[config.mk]
export PLATFORM = sky130hd
export DESIGN_NAME = fetch_queue
export DESIGN_NICKNAME = d
export VERILOG_FILES = /design/src/rtl/fetch_queue.sv
export SDC_FILE = /design/constraint.sdc
export NUM_CORES = 1
export LEC_CHECK = 0
export ABC_AREA = 0
export CORE_UTILIZATION = 40
export DETAILED_ROUTE_END_ITERATION = 8
export GPL_TIMING_DRIVEN = 0
export PLACE_DENSITY = 0.69
export SYNTH_ARGS = -nofsm -noshare
export SYNTH_HDL_FRONTEND = slang
export SYNTH_SLANG_ARGS = --single-unit
[constraint.sdc]
create_clock -name clk -period 3 [get_ports clk]
set_input_delay 0.6 -clock clk [delete_from_list [all_inputs] [get_ports clk]]
set_output_delay 0.6 -clock clk [all_outputs]
set_load 0.02 [all_outputs]
[src/rtl/fetch_queue.sv]
// Instruction fetch queue: circular FIFO of (instr, pc) between IFU and decode.
// Optional FETCH_QUEUE_BYPASS_EN lets an empty queue forward in_* straight to out_*.
module fetch_queue #(
  parameter int unsigned DEPTH = 4,
  parameter int unsigned AW    = 2
) (
  input  logic          clk,
  input  logic          Reset,
  input  logic          in_valid,
  input  logic [31:0]   in_instr,
  input  logic [31:0]   in_pc,
  output logic          in_ready,
  output logic          out_valid,
  input  logic          out_ready,
  output logic [31:0]   out_instr,
  output logic [31:0]   out_pc,
  output logic [31:0]   out_pc4,
  output logic [31:0]   out_pc8,
  input  logic          flush,
  output logic [AW:0]   count
);

  typedef struct packed {
    logic [31:0] instr;
    logic [31:0] pc;
  } entry_t;

  localparam int unsigned CW = AW + 1;

  entry_t        mem [DEPTH];
  entry_t        head;
  logic [AW-1:0] wr_ptr;
  logic [AW-1:0] rd_ptr;
  logic [AW:0]   cnt;
  logic          q_valid;
  logic          push;
  logic          pop;

  assign q_valid  = (cnt != '0);
  assign in_ready = (cnt != CW'(DEPTH));
  assign count    = cnt;

`ifdef FETCH_QUEUE_BYPASS_EN
  // Empty queue forwards the incoming word; if decode takes it, it is never stored.
  logic byp;
  logic byp_take;
  assign byp       = ~q_valid & in_valid & ~flush;
  assign byp_take  = byp & out_ready;
  assign out_valid = q_valid | byp;
  assign head      = byp ? entry_t'{instr: in_instr, pc: in_pc} : mem[rd_ptr];
  assign push      = in_valid & in_ready & ~flush & ~byp_take;
`else
  assign out_valid = q_valid;
  assign head      = mem[rd_ptr];
  assign push      = in_valid & in_ready & ~flush;
`endif

  assign pop       = q_valid & out_ready & ~flush;
  assign out_instr = head.instr;
  assign out_pc    = head.pc;
  assign out_pc4   = head.pc + 32'd4;
  assign out_pc8   = head.pc + 32'd8;

  // Storage needs no reset; only entries below cnt are ever observed.
  always_ff @(posedge clk) begin
    if (push) begin
      mem[wr_ptr] <= entry_t'{instr: in_instr, pc: in_pc};
    end
  end

  always_ff @(posedge clk) begin
    if (Reset || flush) begin
      wr_ptr <= '0;
      rd_ptr <= '0;
      cnt    <= '0;
    end else begin
      if (push) wr_ptr <= wr_ptr + AW'(1);
      if (pop)  rd_ptr <= rd_ptr + AW'(1);
      case ({push, pop})
        2'b10:   cnt <= cnt + CW'(1);
        2'b01:   cnt <= cnt - CW'(1);
        default: cnt <= cnt;
      endcase
    end
  end

endmodule

==> results of run 1 <==
worst max path at each step:
| stage | startpoint | endpoint | slack (ps) | depth (start not counted) |
|---|---|---|---|---|
| finish | register | out_pc4[29] | -450 | 10 |
| floorplan | register | out_pc4[27] | 40 | 8 |
| global placement | register | out_pc8[27] | -820 | 9 |
| detailed placement | register | out_pc8[31] | -840 | 9 |
| CTS | register | out_pc4[29] | -510 | 10 |
| global route | register | out_pc4[29] | -630 | 10 |
synth_stat cells (5+ instances only):
cell type  instances
and2_1             8
buf_2             13
buf_4             12
dfxtp_1            9
edfxtp_1         256
ha_1               8
inv_1             10
mux4_1             5
mux4_2            59
nand2_1           23
nand3_1           26
nand4_1           13
nor2_1            22
nor3_1             5
xnor2_1           42
xor2_1            18
layout by cell type (no fill, tap or decap), types with 16 or more instances in the layout:
| cell type | n |
|---|---|
| edfxtp_1 | 256 |
| buf_4 | 119 |
| clkdlybuf4s50_1 | 76 |
| mux4_2 | 61 |
| buf_6 | 45 |
| xnor2_1 | 31 |
| clkbuf_16 | 29 |
| buf_2 | 18 |
| nand2_1 | 17 |
| xor2_1 | 17 |
| dlygate4sd2_1 | 16 |
state kept, by name, indices dropped and copies added (netlist names), named ones only:
| name | flops |
|---|---|
| mem | 256 |
| rd_ptr | 2 |
| count | 3 |
| wr_ptr | 2 |
critical path, cell delays in order (launching register included):
cell and delay, ps:
dfxtp_4 390, buf_12 150, mux4_2 420, ha_4 170
nand4_1 90, buf_6 150, nor4_4 330, buf_4 180
nand4_1 110, xnor2_1 180, buf_4 160
layer usage:
layer	GRT usage	vias to the layer above	wire length (um)
li1	-	2878	-
met1	0.2076	3135	9974
met2	0.2929	225	11980
met3	0.05649	44	2011
met4	0.04547	0	542
met5	0	-	0
timing repair:
action	4_1_cts	5_1_grt
setup endpoints to repair	122	89
gates resized for setup	518	158
pin swaps	33	21
gates cloned	1	2
buffers inserted	47	38
power by group:
group          total, mW  switching [mW]  internal (mW)
Combinational      0.673           0.354          0.319
Sequential          4.13          0.0137           4.12
Clock               3.16            1.30           1.86
cells by family after synthesis:
kind of cell	count (synthesis)
xor gates and xnor gates	60
muxes	64
adders and majority gates	9
AOI/OAI and AO/OA	4
buffers and inverters	43
and+or+nand+nor	116
DFF	265
cell type report:
class | count | area (sq um) | share of cell area
antenna | 4 | 10.01 | 0.0006486
buffer | 30 | 391.6 | 0.02538
clock buffer | 35 | 725.7 | 0.04702
clock inverter | 13 | 110.1 | 0.007135
inverter | 10 | 37.54 | 0.002432
multi-input combinational | 253 | 3158 | 0.2046
sequential | 265 | 7871 | 0.5101
tap | 341 | 426.7 | 0.02765
timing repair buffer | 292 | 2701 | 0.1750
==> impl_metrics.json, run 1 <==
{
  "synth_top_family_by_area": "multiplexers",
  "p_total_mw": 7.967,
  "synth.cell_area_sq_um": 10940,
  "synth_top_area_share": 0.7025,
  "core_area_sq_um": 26880,
  "finalWorstSetupSlack_ps": -453.2,
  "p_leak_nw": 5.439,
  "setup_viol": 58,
  "synthXorXnorAreaFrac": 0.04802,
  "r2r_cells": 11,
  "whs_ps": 501.1,
  "violations": "setup timing",
  "overflow": 0,
  "ir_drop_mv": 0.3595,
  "path_class": "reg -> out",
  "whs_endpoint": "wr_ptr[1]",
  "r2r_start": "count[0]",
  "synthAdderAreaFrac": 0.01098,
  "dpl.cell_count": 1107,
  "max_clock_freq_mhz": 289.6,
  "fin_setup_tns_ps": -16860,
  "avgSynthCellArea_sq_um": 19.51,
  "initial_core_util": 0.4072,
  "crit_path_max_fanout": 6,
  "synthArstFlopShare": 0,
  "cts.clk_slew.worst_paths_ps": 60,
  "synth_edf_count": 256,
  "yosys_warnings": 0,
  "clock_latency_ps": 520,
  "required_ps": 2400,
  "gp_congestion": 0.8282,
  "max_slew.worst_pin.slew_ps": 511.6,
  "nets": 956,
  "min_period_over_period": 1.151,
  "maxCapViolations": 0,
  "slew_violations": 0,
  "io_pins": 202,
  "grt_pass1_vias": 6616,
  "holdPathStages": 2,
  "hold_class": "reg -> reg",
  "syn_inst": 561,
  "relSlewSlack": 0.6589,
  "yosys.area.top_type": "edfxtp_1",
  "grt_start_max_net_pins": 58,
  "fin_skew_ps": 6.961,
  "fillers": 2094,
  "rsz0062_at_grt": "true",
  "cts_hold_buf": 0,
  "die_h_um": 167.4,
  "power_density_nw_per_um2": 516.2,
  "cts_buffers": 26,
  "cts_sinks": 265,
  "status": "finished with violations",
  "grt_pass1_wl_mm": 36.95,
  "synth_compound_area_frac": 0.001829,
  "groute.usage.overall": 0.1712,
  "min-delay-start": "wr_ptr[1]",
  "wire_per_inst_um": 19.71,
  "pre_cts_slack_ps": -835.3,
  "ys.flop_type": "edfxtp_1",
  "drc": 0,
  "first_pass_iters": 4,
  "ant_nets": 0,
  "ys_seq_area_frac": 0.7190,
  "worstPathArrival_ps": 2850,
  "root_buffer": "clkbuf_16",
  "cts_tree": "yes",
  "numPortBuffers": 201,
  "syn_nets": 639,
  "synthTopCellsByArea": "edfxtp_1 70%, mux4_2 12%, xnor2_1 3.4%",
  "areaGrowthSynthToFinish_pct": 41.02,
  "finalCriticalPeriod_ps": 3453,
  "cts.htree.levels": 1,
  "endpoint_kind": "output pin",
  "dieWidth_um": 167.4,
  "ys_types": 34,
  "final_area_sq_um": 15430,
  "drtIter0Drc": 398,
  "routed_wirelength_mm": 24.50,
  "viasPerCell": 5.054,
  "placed_area_sq_um": 13490,
  "vias": 6282,
  "final_util": 0.5742,
  "dieArea_sq_um": 28020,
  "synth-simple-area-share": 0.06254,
  "ys_seq_elements": 265,
  "cts.path.max_buffers": 3,
  "final_cells": 1243,
  "reg2reg_slack_ps": 810,
  "rr_endpoint": "count[2]",
  "antenna_found_initial": 4,
  "hold_viol": 0,
  "rows": 60,
  "layout-drive-gt1-share": 0.4298,
  "start_kind": "register",
  "muxShareOfSynthArea": 0.1334,
  "hpwl_mm": 15.13
}
(Power assumes the default switching activity.)
==> inputs of run 2 (changes only) <==
--- a/config.mk
+++ b/config.mk
@@ -9,7 +9,7 @@
 export CORE_UTILIZATION = 40
 export DETAILED_ROUTE_END_ITERATION = 8
 export GPL_TIMING_DRIVEN = 0
-export PLACE_DENSITY = 0.69
+export PLACE_DENSITY = 0.67
 export SYNTH_ARGS = -nofsm -noshare
 export SYNTH_HDL_FRONTEND = slang
 export SYNTH_SLANG_ARGS = --single-unit
==> constraint.sdc (replaced) <==
create_clock -name clk -period 4.2 [get_ports clk]
set_input_delay 0.84 -clock clk [delete_from_list [all_inputs] [get_ports clk]]
set_output_delay 0.84 -clock clk [all_outputs]
set_load 0.02 [all_outputs]
==> run 2 against run 1 <==
  * The run now ends clean
  * Sequential cell count stayed put
  * Clock power is 24% lower
  * Sequential power is 29% lower
  * Clock skew is 2.6 ps higher
  * Critical path depth is 1 lower
  * First-iteration DRC count is 16% lower
  * Via count is 6.2% lower
  * Combinational power is 33% lower
  * Sequential share of layout area is 3.2 points higher
  * Die area stayed put
  * Wire length is 8.0% lower
  * Critical path type unchanged
==> impl_metrics.json, run 2 (same netlist as run 1, synthesis figures left out) <==
{
  "rr_endpoint": "count[2]",
  "final_common_cell": "edfxtp_1",
  "cts_tree": "yes",
  "r2r_cells": 11,
  "max_slew.worst_pin.slew_ps": 666.0,
  "path_cells": "buf_6 -> buf_12 -> mux4_2 -> buf_2 -> nand4_1 -> nor3_4 -> nand4_1 -> xnor2_1 -> clkdlybuf4s50_1",
  "dpl.cell_count": 1107,
  "root_buffer": "clkbuf_16",
  "io_pins": 202,
  "finalCriticalPeriod_ps": 4000,
  "crit_path_max_fanout": 10,
  "grt_pass1_wl_mm": 34.80,
  "layout-drive-gt1-share": 0.1952,
  "numPortBuffers": 201,
  "cts_sinks": 265,
  "grt_start_max_net_pins": 36,
  "relSlewSlack": 0.5560,
  "maxCapViolations": 0,
  "p_leak_nw": 4.863,
  "cp_common_cell": "nand4_1",
  "hold_class": "reg -> reg",
  "status": "complete, no violations",
  "ant_nets": 0,
  "groute.usage.overall": 0.1615,
  "first_pass_iters": 4,
  "dieArea_sq_um": 28020,
  "layout_common_cells": "256 x edfxtp_1, 168 x clkdlybuf4s50_1, 59 x mux4_2, 42 x xnor2_1, 27 x clkbuf_16",
  "drtIter0Drc": 333,
  "cts.path.max_buffers": 3,
  "holdPathStages": 2,
  "endpoint_kind": "output pin",
  "clock_latency_ps": 520,
  "largest_register_ffs": 256,
  "fin_setup_tns_ps": 0,
  "path_class": "reg -> out",
  "nets": 883,
  "gp_congestion": 0.8552,
  "overflow": 0,
  "vias": 5894,
  "initial_core_util": 0.4072,
  "cts.htree.levels": 1,
  "core_area_sq_um": 26880,
  "worstPathArrival_ps": 3160,
  "p_total_mw": 5.816,
  "whs_endpoint": "wr_ptr[1]",
  "wire_per_inst_um": 19.31,
  "max_stage_delay_ps": 630,
  "drc": 0,
  "hpwl_mm": 15.04,
  "min-delay-start": "wr_ptr[1]",
  "setup_viol": 0,
  "max_clock_freq_mhz": 250.0,
  "final_cells": 1167,
  "fin_skew_ps": 9.585,
  "antenna_found_initial": 3,
  "rows": 60,
  "slowest_stage": "clkdlybuf4s50_1",
  "multi_input_area_sq_um": 2872,
  "grt_pass1_vias": 6020,
  "min_period_over_period": 0.9525,
  "routed_wirelength_mm": 22.53,
  "whs_ps": 495.3,
  "start_kind": "register",
  "viasPerCell": 5.051,
  "hold_viol": 0,
  "r2r_start": "count[0]",
  "slew_violations": 0,
  "required_ps": 3360,
  "die_h_um": 167.4,
  "power_density_nw_per_um2": 400.4,
  "reg2reg_slack_ps": 2020,
  "top_register": "mem",
  "ir_drop_mv": 0.3811,
  "cts.clk_slew.worst_paths_ps": 60,
  "fillers": 2153,
  "regArea_sq_um": 7868,
  "areaGrowthSynthToFinish_pct": 32.74,
  "cts_buffers": 27,
  "dieWidth_um": 167.4
}
-- run 2: cell count changes in the layout (fill, tap and decap cells not counted), sizes merged --
cell	delta
clkbuf	-9
clkdlybuf4s15	-9
dlymetal6s2s	+9
clkdlybuf4s50	+92
buf	-158
diode	-3
clkinv	-2
bufinv	+3
clkinvlp	+1
-- run 2: repair_timing --
| item | 4_1_cts | 5_1_grt |
|---|---|---|
| pin swaps | 2 | 2 |
| hold endpoints to repair | 0 | 0 |
| endpoints found under the setup margin | 35 | 23 |
| setup buffers | 8 | 2 |
| gates cloned | 0 | 0 |
| hold buffers | 0 | 0 |
| resized for setup | 24 | 23 |
-- run 2: critical path: cells and delay by family (launching register included) --
| kind | cells | cell delay, ps |
|---|---|---|
| buffers and inverters | 4 | 1150 |
| AND/OR/NAND/NOR | 3 | 660 |
| multiplexers | 1 | 350 |
| flip-flops | 1 | 310 |
| XOR/XNOR | 1 | 180 |
-- run 2: worst max path at each step --
stage	start	endpoint	slack, ps	depth (start not counted)
2_1_floorplan	register	out_pc4[27]	1000	8
3_3_place_gp	in_valid	mem[2][48]	-660	4
3_5_place_dp	register	out_pc4[13]	130	9
4_1_cts	register	out_pc8[21]	5	9
5_1_grt	register	out_pc4[27]	-10	9
6_report	register	out_pc4[27]	200	9
-- run 2: layer usage --
layer | global-route usage | wire (um)
met4 | 0.03630 | 345
met3 | 0.04774 | 1870
met1 | 0.2099 | 9573
met5 | 0 | 34
met2 | 0.2681 | 10710
-- run 2: through the flow --
step | area, sq um | setup slack, ps | utilization
6_report | 14530 | 199.5 | 0.5405
5_1_grt | 14520 | -12.40 | 0.5404
4_1_cts | 14450 | 5.355 | 0.5375
3_5_place_dp | 13470 | 126.9 | 0.5013
3_3_place_gp | 13380 | -663.5 | 0.4979
2_1_floorplan | 10940 | 996.9 | -
-- run 2: layout make-up --
type,instances,area share
clock inverter,15,0.01395
sequential,265,0.5416
timing repair buffer,215,0.1502
multi-input combinational,253,0.1977
antenna,1,0.0001723
tap,341,0.02937
buffer,33,0.01602
clock buffer,34,0.04832
inverter,10,0.002584
-- run 2: report_power, final --
part	internal, mW	switching [mW]
sequential	2.94	0.00906
combinational	0.215	0.234
clock	1.49	0.925
total	4.65	1.17
